==> config.mk <==
export PLATFORM = sky130hd
export DESIGN_NAME = scancode_decoder
export DESIGN_NICKNAME = d
export VERILOG_FILES = /design/src/rtl/ps2_pkg.sv /design/src/rtl/event_fifo.sv /design/src/rtl/scancode_decoder.sv
export SDC_FILE = /design/constraint.sdc
export NUM_CORES = 1
export LEC_CHECK = 0
export BUFFER_PORTS_ARGS = -buffer_cell sky130_fd_sc_hd__buf_2
export CAP_MARGIN = 30
export CORE_ASPECT_RATIO = 1.25
export CORE_UTILIZATION = 50
export CTS_BUF_LIST = sky130_fd_sc_hd__clkbuf_4
export CTS_CLUSTER_DIAMETER = 40
export CTS_CLUSTER_SIZE = 16
export DETAILED_ROUTE_END_ITERATION = 10
export HOLD_SLACK_MARGIN = 0.1
export PLACE_DENSITY = 0.69
export REMOVE_ABC_BUFFERS = 1
export SETUP_SLACK_MARGIN = 0.3
export SLEW_MARGIN = 20
export SYNTH_ARGS = -nofsm -noshare
export SYNTH_HDL_FRONTEND = slang
export SYNTH_SLANG_ARGS = --single-unit
==> constraint.sdc <==
create_clock -name clk -period 3.7 [get_ports clk]
set_input_delay 0.185 -clock clk [delete_from_list [all_inputs] [get_ports clk]]
set_output_delay 0.185 -clock clk [all_outputs]
set_load 0.005 [all_outputs]
==> src/rtl/ps2_pkg.sv <==
// ps2_pkg: shared decoder state encoding, event layout and PS/2 protocol byte constants.
package ps2_pkg;
  typedef enum logic [2:0] {IDLE, PRE_E0, PRE_F0, PRE_E0F0, PAUSE_SKIP} state_e;
  typedef struct packed {
    logic       ext;
    logic       brk;
    logic [7:0] code;
  } ev_t;
  localparam logic [7:0] E0 = 8'hE0;
  localparam logic [7:0] F0 = 8'hF0;
  localparam logic [7:0] E1 = 8'hE1;
  localparam logic [7:0] AA = 8'hAA;
  localparam logic [7:0] FA = 8'hFA;
  localparam logic [7:0] FE = 8'hFE;
  localparam logic [7:0] EE = 8'hEE;
  localparam logic [2:0] PAUSE_LEN = 3'd7;
  function automatic logic is_prefix(input logic [7:0] b);
    return b == E0 || b == F0 || b == E1;
  endfunction
  // Keyboard status replies that carry no key information.
  function automatic logic is_status(input logic [7:0] b);
    return b == AA || b == FA || b == FE || b == EE;
  endfunction
endpackage

==> src/rtl/event_fifo.sv <==
// event_fifo: DEPTH-entry event queue; a push into a full queue only lands when a pop frees the slot.
module event_fifo #(
  parameter int DEPTH = 4,
  localparam int AW = $clog2(DEPTH)
) (
  input  logic       clk,
  input  logic       rst,
  input  logic       push,
  input  logic       pop,
  input  logic [9:0] din,
  output logic [9:0] dout,
  output logic       full,
  output logic       empty
);
  logic [9:0]  mem_q [DEPTH];
  logic [AW-1:0] rd_q, wr_q;
  logic [AW:0]   cnt_q;
  logic          do_push, do_pop;
  assign full    = cnt_q == (AW+1)'(DEPTH);
  assign empty   = cnt_q == '0;
  assign do_pop  = pop && !empty;
  assign do_push = push && (!full || do_pop);
  assign dout    = mem_q[rd_q];
  always_ff @(posedge clk or posedge rst) begin
    if (rst) begin
      rd_q  <= '0;
      wr_q  <= '0;
      cnt_q <= '0;
    end else begin
      rd_q  <= rd_q + AW'(do_pop);
      wr_q  <= wr_q + AW'(do_push);
      cnt_q <= cnt_q + (AW+1)'(do_push) - (AW+1)'(do_pop);
    end
  end
  always_ff @(posedge clk) begin
    if (do_push) mem_q[wr_q] <= din;
  end
endmodule

==> src/rtl/scancode_decoder.sv <==
// scancode_decoder: turns PS/2 set-2 byte streams into make/break key events queued in a FIFO.
module scancode_decoder
  import ps2_pkg::*;
#(
  parameter int DEPTH = 4
) (
  input  logic       clk,
  input  logic       rst,
  input  logic [7:0] byte_in,
  input  logic       byte_valid,
  input  logic       frame_err,
  output logic [7:0] ev_code,
  output logic       ev_ext,
  output logic       ev_break,
  output logic       ev_valid,
  input  logic       ev_ready,
  output logic       overflow,
  output logic       err
);
  state_e     state_q, state_d;
  logic [2:0] cnt_q, cnt_d;
  logic       emit, set_err, err_q, ovf_q, full, empty, pop;
  ev_t        ev, head;
  always_ff @(posedge clk or posedge rst) begin
    if (rst) begin
      state_q <= IDLE;
      cnt_q   <= '0;
    end else begin
      state_q <= state_d;
      cnt_q   <= cnt_d;
    end
  end
  always_comb begin
    state_d = state_q;
    cnt_d   = cnt_q;
    if (byte_valid && frame_err) begin
      state_d = IDLE;
      cnt_d   = '0;
    end else if (byte_valid) begin
      case (state_q)
        IDLE: begin
          state_d = byte_in == E0 ? PRE_E0 : byte_in == F0 ? PRE_F0 : byte_in == E1 ? PAUSE_SKIP : IDLE;
          cnt_d   = byte_in == E1 ? PAUSE_LEN : cnt_q;
        end
        PRE_E0:     state_d = byte_in == F0 ? PRE_E0F0 : byte_in == E0 ? PRE_E0 : IDLE;
        PAUSE_SKIP: begin
          cnt_d   = cnt_q - 3'd1;
          state_d = cnt_q == 3'd1 ? IDLE : PAUSE_SKIP;
        end
        default:    state_d = IDLE;
      endcase
    end
  end
  always_comb begin
    emit    = 1'b0;
    set_err = byte_valid && frame_err;
    ev      = '{ext: 1'b0, brk: 1'b0, code: byte_in};
    if (byte_valid && !frame_err) begin
      case (state_q)
        IDLE: begin
          emit    = !is_prefix(byte_in) && !is_status(byte_in) && byte_in != 8'h00 && byte_in != 8'hFF;
          set_err = byte_in == 8'h00 || byte_in == 8'hFF;
        end
        PRE_E0: begin
          emit   = byte_in != E0 && byte_in != F0;
          ev.ext = 1'b1;
        end
        PRE_F0, PRE_E0F0: begin
          emit    = !is_prefix(byte_in);
          set_err = is_prefix(byte_in);
          ev.ext  = state_q == PRE_E0F0;
          ev.brk  = 1'b1;
        end
        PAUSE_SKIP: begin
          emit = cnt_q == 3'd1;
          ev   = '{ext: 1'b1, brk: 1'b0, code: E1};
        end
        default: ;
      endcase
    end
  end
  assign pop = ev_ready && !empty;
  always_ff @(posedge clk or posedge rst) begin
    if (rst) begin
      err_q <= 1'b0;
      ovf_q <= 1'b0;
    end else begin
      err_q <= err_q || set_err;
      ovf_q <= ovf_q || (emit && full && !pop);
    end
  end
  event_fifo #(.DEPTH(DEPTH)) u_fifo (
    .clk   (clk),
    .rst   (rst),
    .push  (emit),
    .pop   (pop),
    .din   (ev),
    .dout  (head),
    .full  (full),
    .empty (empty)
  );
  // Head fields are masked while empty so stale storage never shows on the outputs.
  assign ev_valid = !empty;
  assign ev_code  = empty ? 8'h00 : head.code;
  assign ev_ext   = !empty && head.ext;
  assign ev_break = !empty && head.brk;
  assign overflow = ovf_q;
  assign err      = err_q;
endmodule

==> impl.org <==
** Drt
- Count of unresolved DRC violations after routing :: 0
- Antenna violation net count after detailed routing :: 0
- After detailed routing, the total wire length is 5020 um.
- For this run, the detailed router's first-pass iteration total came to 4.
- After detailed routing, the average wire length per cell comes to 18.0 um.
- Routed vias :: 1,612
- In the routed layout, each cell is associated on average with a via count of 5.78.
- The first routing iteration left 90 violations.

** STA
- WHS :: 0.172 ns
- The hold violation count in the final report is 0.
- Worst clock skew :: 0.00649 ns
- Highest attainable clock frequency :: 424 MHz
- Time the worst path needs with I/O delays and setup :: 2.36 ns
- Worst Setup Slack, final :: 1.34 ns
- For the pin with the worst max-slew slack, the measured transition is 0.684 ns.
- Tcrit/Tclk final :: 63.7%
- Setup violations remaining at the end of the flow were counted as 0.
- Setup total negative slack on the finished layout was measured at 0 ns.
- Final slew viol count :: 0
- Headroom to the max-slew limit came out at 54.4%.
- RSZ-0062 raised after global routing :: false

** Setup path
- The endpoint identified for the worst register-to-register timing path is u_fifo.cnt_q[1]$_DFF_PP0_.
- For the worst setup path, the data arrival time is 2.60 ns.
- At the worst endpoint, the required time is 3.94 ns.
- The most critical setup path has its endpoint at u_fifo.cnt_q[1]$_DFF_PP0_.
- Crit path launch :: state_q[2]$_DFFE_PP0P_
- Nature of the critical path endpoint :: flip-flop
- In this design, the stage delay of the slowest critical-path cell is 0.64 ns.
- Count of buffer and inverter cells on the critical path :: 1
- In this run the critical register-to-register path is launched from state_q[2]$_DFFE_PP0P_.
- Worst path cell trace :: inv_1 > or3_1 > o31ai_2 > a21oi_4 > nor2_1 > ha_1 > fa_1
- Cell class contributing the biggest share of worst-path delay :: flip-flops
- STA classifies the critical path startpoint as a flip-flop.
- The worst setup path is of the flip-flop to flip-flop kind.
- The worst register-to-register path has a depth of 7.
- Critical Path Stages :: 7
- Worst-path maximum fanout :: 12
- The worst register-to-register path has a setup slack of 1.34 ns.
- For this design, the slowest cell found on the critical path is dfrtp_1.

** Clock network
- Bufs on Longest Clock Path :: 2
- Clock H-tree levels :: 2
- Counting the buffers created by CTS gives 5.
- The later pin in the worst-skew pair is clocked with a latency of 0.35 ns.
- TritonCTS built the clock tree.
- CTS placed an instance of clkbuf_4 at the clock tree root.
- After clock tree synthesis, the clock-pin slew on the worst setup and hold paths is 0.14 ns.
- After clock tree synthesis, the setup repair step added 0 buffers.
- TritonCTS Sinks :: 55
- Once the clock tree was built, the resizer swapped 0 gates to a different size.

** Die
- Chip width :: 67.1 um
- Floorplan row count :: 29
- IO Count :: 26
- In this run the vertical extent of the chip is 83.4 um.
- Initial Util :: 52.2%
- In this run the standard cell core region covers 0.00508 mm2.
- The die covers 0.00560 mm2.

** Logic synthesis
- The largest total area in the synthesized netlist belongs to edfxtp_1.
- Mean area per synthesized cell :: 14.3 um2
- Synthesis produced 185 cells.
- Fraction of post-synthesis cell area in the top cell type by area :: 45.3%
- The Yosys step of the flow raised 0 warnings.
- Number of unique standard cell types used by synthesis :: 47
- Of the synthesized area, sequential elements account for 59.4%.
- Yosys reg bits :: 55
- Biggest area contributors in the synthesized netlist :: edfxtp_1 45%, dfrtp_1 14%, mux4_2 8.5%
- After synthesis the cells add up to 0.00265 mm2.

** Pwr
- The share of total power dissipated in the clock network is 15.3%.
- Register share of total power :: 53.6%
- In this run the static leakage power is 1.09 nW.
- Dividing total power by cell area gives a power density of 552 mW/mm2.
- Switching share of power :: 30.4%
- After layout, the design draws a total of 0.00161 W.
- Switching power :: 0.000490 W
- Internal power of the cells :: 0.00112 W
- Combinational share of power :: 31.1%
- Across the VDD grid, the largest voltage drop is 0.312 mV.

** Global route
- The number of antenna violations at the first check in global routing came to 0.
- Global routing consumed, over all layers together, 20.8% of the routing resources.
- The first global-routing pass estimated 8490 um of wire.
- For this run the aggregate overflow at the end of global routing stands at 0.
- Pin count of the biggest net entering global routing :: 16
- Vias in the first global route :: 1,750

** Place
- Routability-driven placement finished with a final weighted congestion of 0.849.
- Port buffering added 25 buffers.
- Post-placement worst setup slack :: 1.07 ns
- Summed over all nets, the half-perimeter wirelength after detailed placement is 3690 um.

** Finish
- Utilization of the core after routing :: 57.5%
- At the end of the flow, the number of nets in the layout was 236.
- Cells with a size suffix above 1 make up 26.3% of the layout.
- Fillers :: 420
- Synth-to-layout area growth :: 10.1%
- The repair_antennas step left the layout with diodes totalling 0.

** Worst hold path
- The min-delay analysis places its worst path in the category input port to flip-flop.

** Run status
- The flow ran to the end, and the final reports show no timing, DRC or antenna violations.

** Flow run
- Max-cap violations in this run came to 0.
-- cells in the final DEF, fill, tap and decap left out, drive strengths merged, types with 2 or more instances in the layout --
cell,count
a21oi,10
and2,4
buf,30
clkbuf,6
clkinv,2
dfrtp,15
dlygate4sd3,3
edfxtp,40
ha,6
inv,11
mux2i,2
mux4,10
nand2,5
nand2b,8
nand3,2
nor2,8
nor2b,12
nor3,5
nor4,2
nor4b,3
o21ai,3
o32ai,2
or3,5
or4,2
xnor2,2
xor2,2
-- cell families (layout without fill, tap and decap cells) --
| family | Yosys count | count (layout) | share of synthesized area, % |
|---|---|---|---|
| AOI/OAI and AO/OA | 27 | 27 | 8.02 |
| adders and majority gates | 7 | 7 | 3.58 |
| DFF | 55 | 55 | 59.4 |
| buffers and inverters | 20 | 52 | 3.82 |
| and+or+nand+nor | 60 | 60 | 14.6 |
| xor gates and xnor gates | 4 | 4 | 1.32 |
| muxes | 12 | 12 | 9.25 |
-- stage by stage --
step	instance area (um2)	std cells
2_1_floorplan	2590	176
6_report	2920	279
4_1_cts	2910	278
3_3_place_gp	2840	268
3_5_place_dp	2840	268
5_1_grt	2920	279
-- power groups by stage --
stage	Combinational (W)	Clock [W]	Sequential [W]
3_3_place_gp	0.000484	0	0.000874
2_1_floorplan	0.000335	0	0.000846
5_1_grt	0.000567	0.000283	0.000882
6_report	0.000501	0.000246	0.000864
4_1_cts	0.000513	0.000259	0.000871
3_5_place_dp	0.000509	0	0.000885
-- routing by layer --
layer / vias up / share of wire (%) / global-route usage [%]
met3: 8 / 2.9 / 4.53
met5: - / 0 / 0
met4: 0 / 1.8 / 8.70
met2: 38 / 55 / 35.6
met1: 808 / 40 / 24.2
li1: 758 / - / -
-- synth_stat cells, drive strengths merged --
cell / n
edfxtp: 40
dfrtp: 15
nor2b: 12
inv: 11
a21oi: 10
mux4: 10
nand2b: 8
nor2: 8
buf: 6
ha: 6
nand2: 5
nor3: 5
or3: 5
and2: 4
clkbuf: 3
nor4b: 3
o21ai: 3
mux2i: 2
nand3: 2
nor4: 2
o32ai: 2
or4: 2
xnor2: 2
xor2: 2
a2111oi: 1
a211oi: 1
a21o: 1
a221o: 1
a22oi: 1
a31o: 1
a32oi: 1
a41o: 1
and3: 1
fa: 1
nand3b: 1
nand4: 1
o211a: 1
o21bai: 1
o22ai: 1
o31ai: 1
or2: 1
-- flip-flops by register name, indices dropped and copies added (netlist names) --
name	flops
u_fifo.mem_q	40
cnt_q	3
state_q	3
u_fifo.cnt_q	3
u_fifo.rd_q	2
u_fifo.wr_q	2
err	1
overflow	1
-- cell type report --
cell class | instances | area, um2 | share of cell area, %
multi-input cells | 110 | 981 | 33.6
clock inverters | 2 | 7.51 | 0.257
clock buffers | 6 | 45.0 | 1.54
inverters | 11 | 41.3 | 1.41
flip-flops and latches | 55 | 1580 | 54.0
well taps | 62 | 77.6 | 2.66
repair buffers | 33 | 193 | 6.60
-- timing repair --
action | in CTS | in global routing
endpoints found under the setup margin | 0 | 0
endpoints found under the hold margin | 16 | 1
hold buffers | 2 | 1
-- worst register-to-register path: stages (launching register included) --
cell and delay (ns):
dfrtp_1 0.64, inv_1 0.19, or3_1 0.41, o31ai_2 0.10, a21oi_4 0.10, nor2_1 0.18, ha_1 0.21, fa_1 0.42
-- worst min path at each step --
stage	startpoint	end	slack [ns]	cells past startpoint
6_report	byte_valid	cnt_q[0]$_DFFE_PP0P_	0.17	2
5_1_grt	byte_valid	cnt_q[0]$_DFFE_PP0P_	0.18	2
4_1_cts	frame_err	cnt_q[1]$_DFFE_PP0P_	0.11	2
3_5_place_dp	rst	overflow$_DFF_PP0_	0.28	2
3_3_place_gp	rst	overflow$_DFF_PP0_	0.26	2
2_1_floorplan	rst	cnt_q[0]$_DFFE_PP0P_	0.09	1
Note: power is estimated with default switching activity, not from simulation.
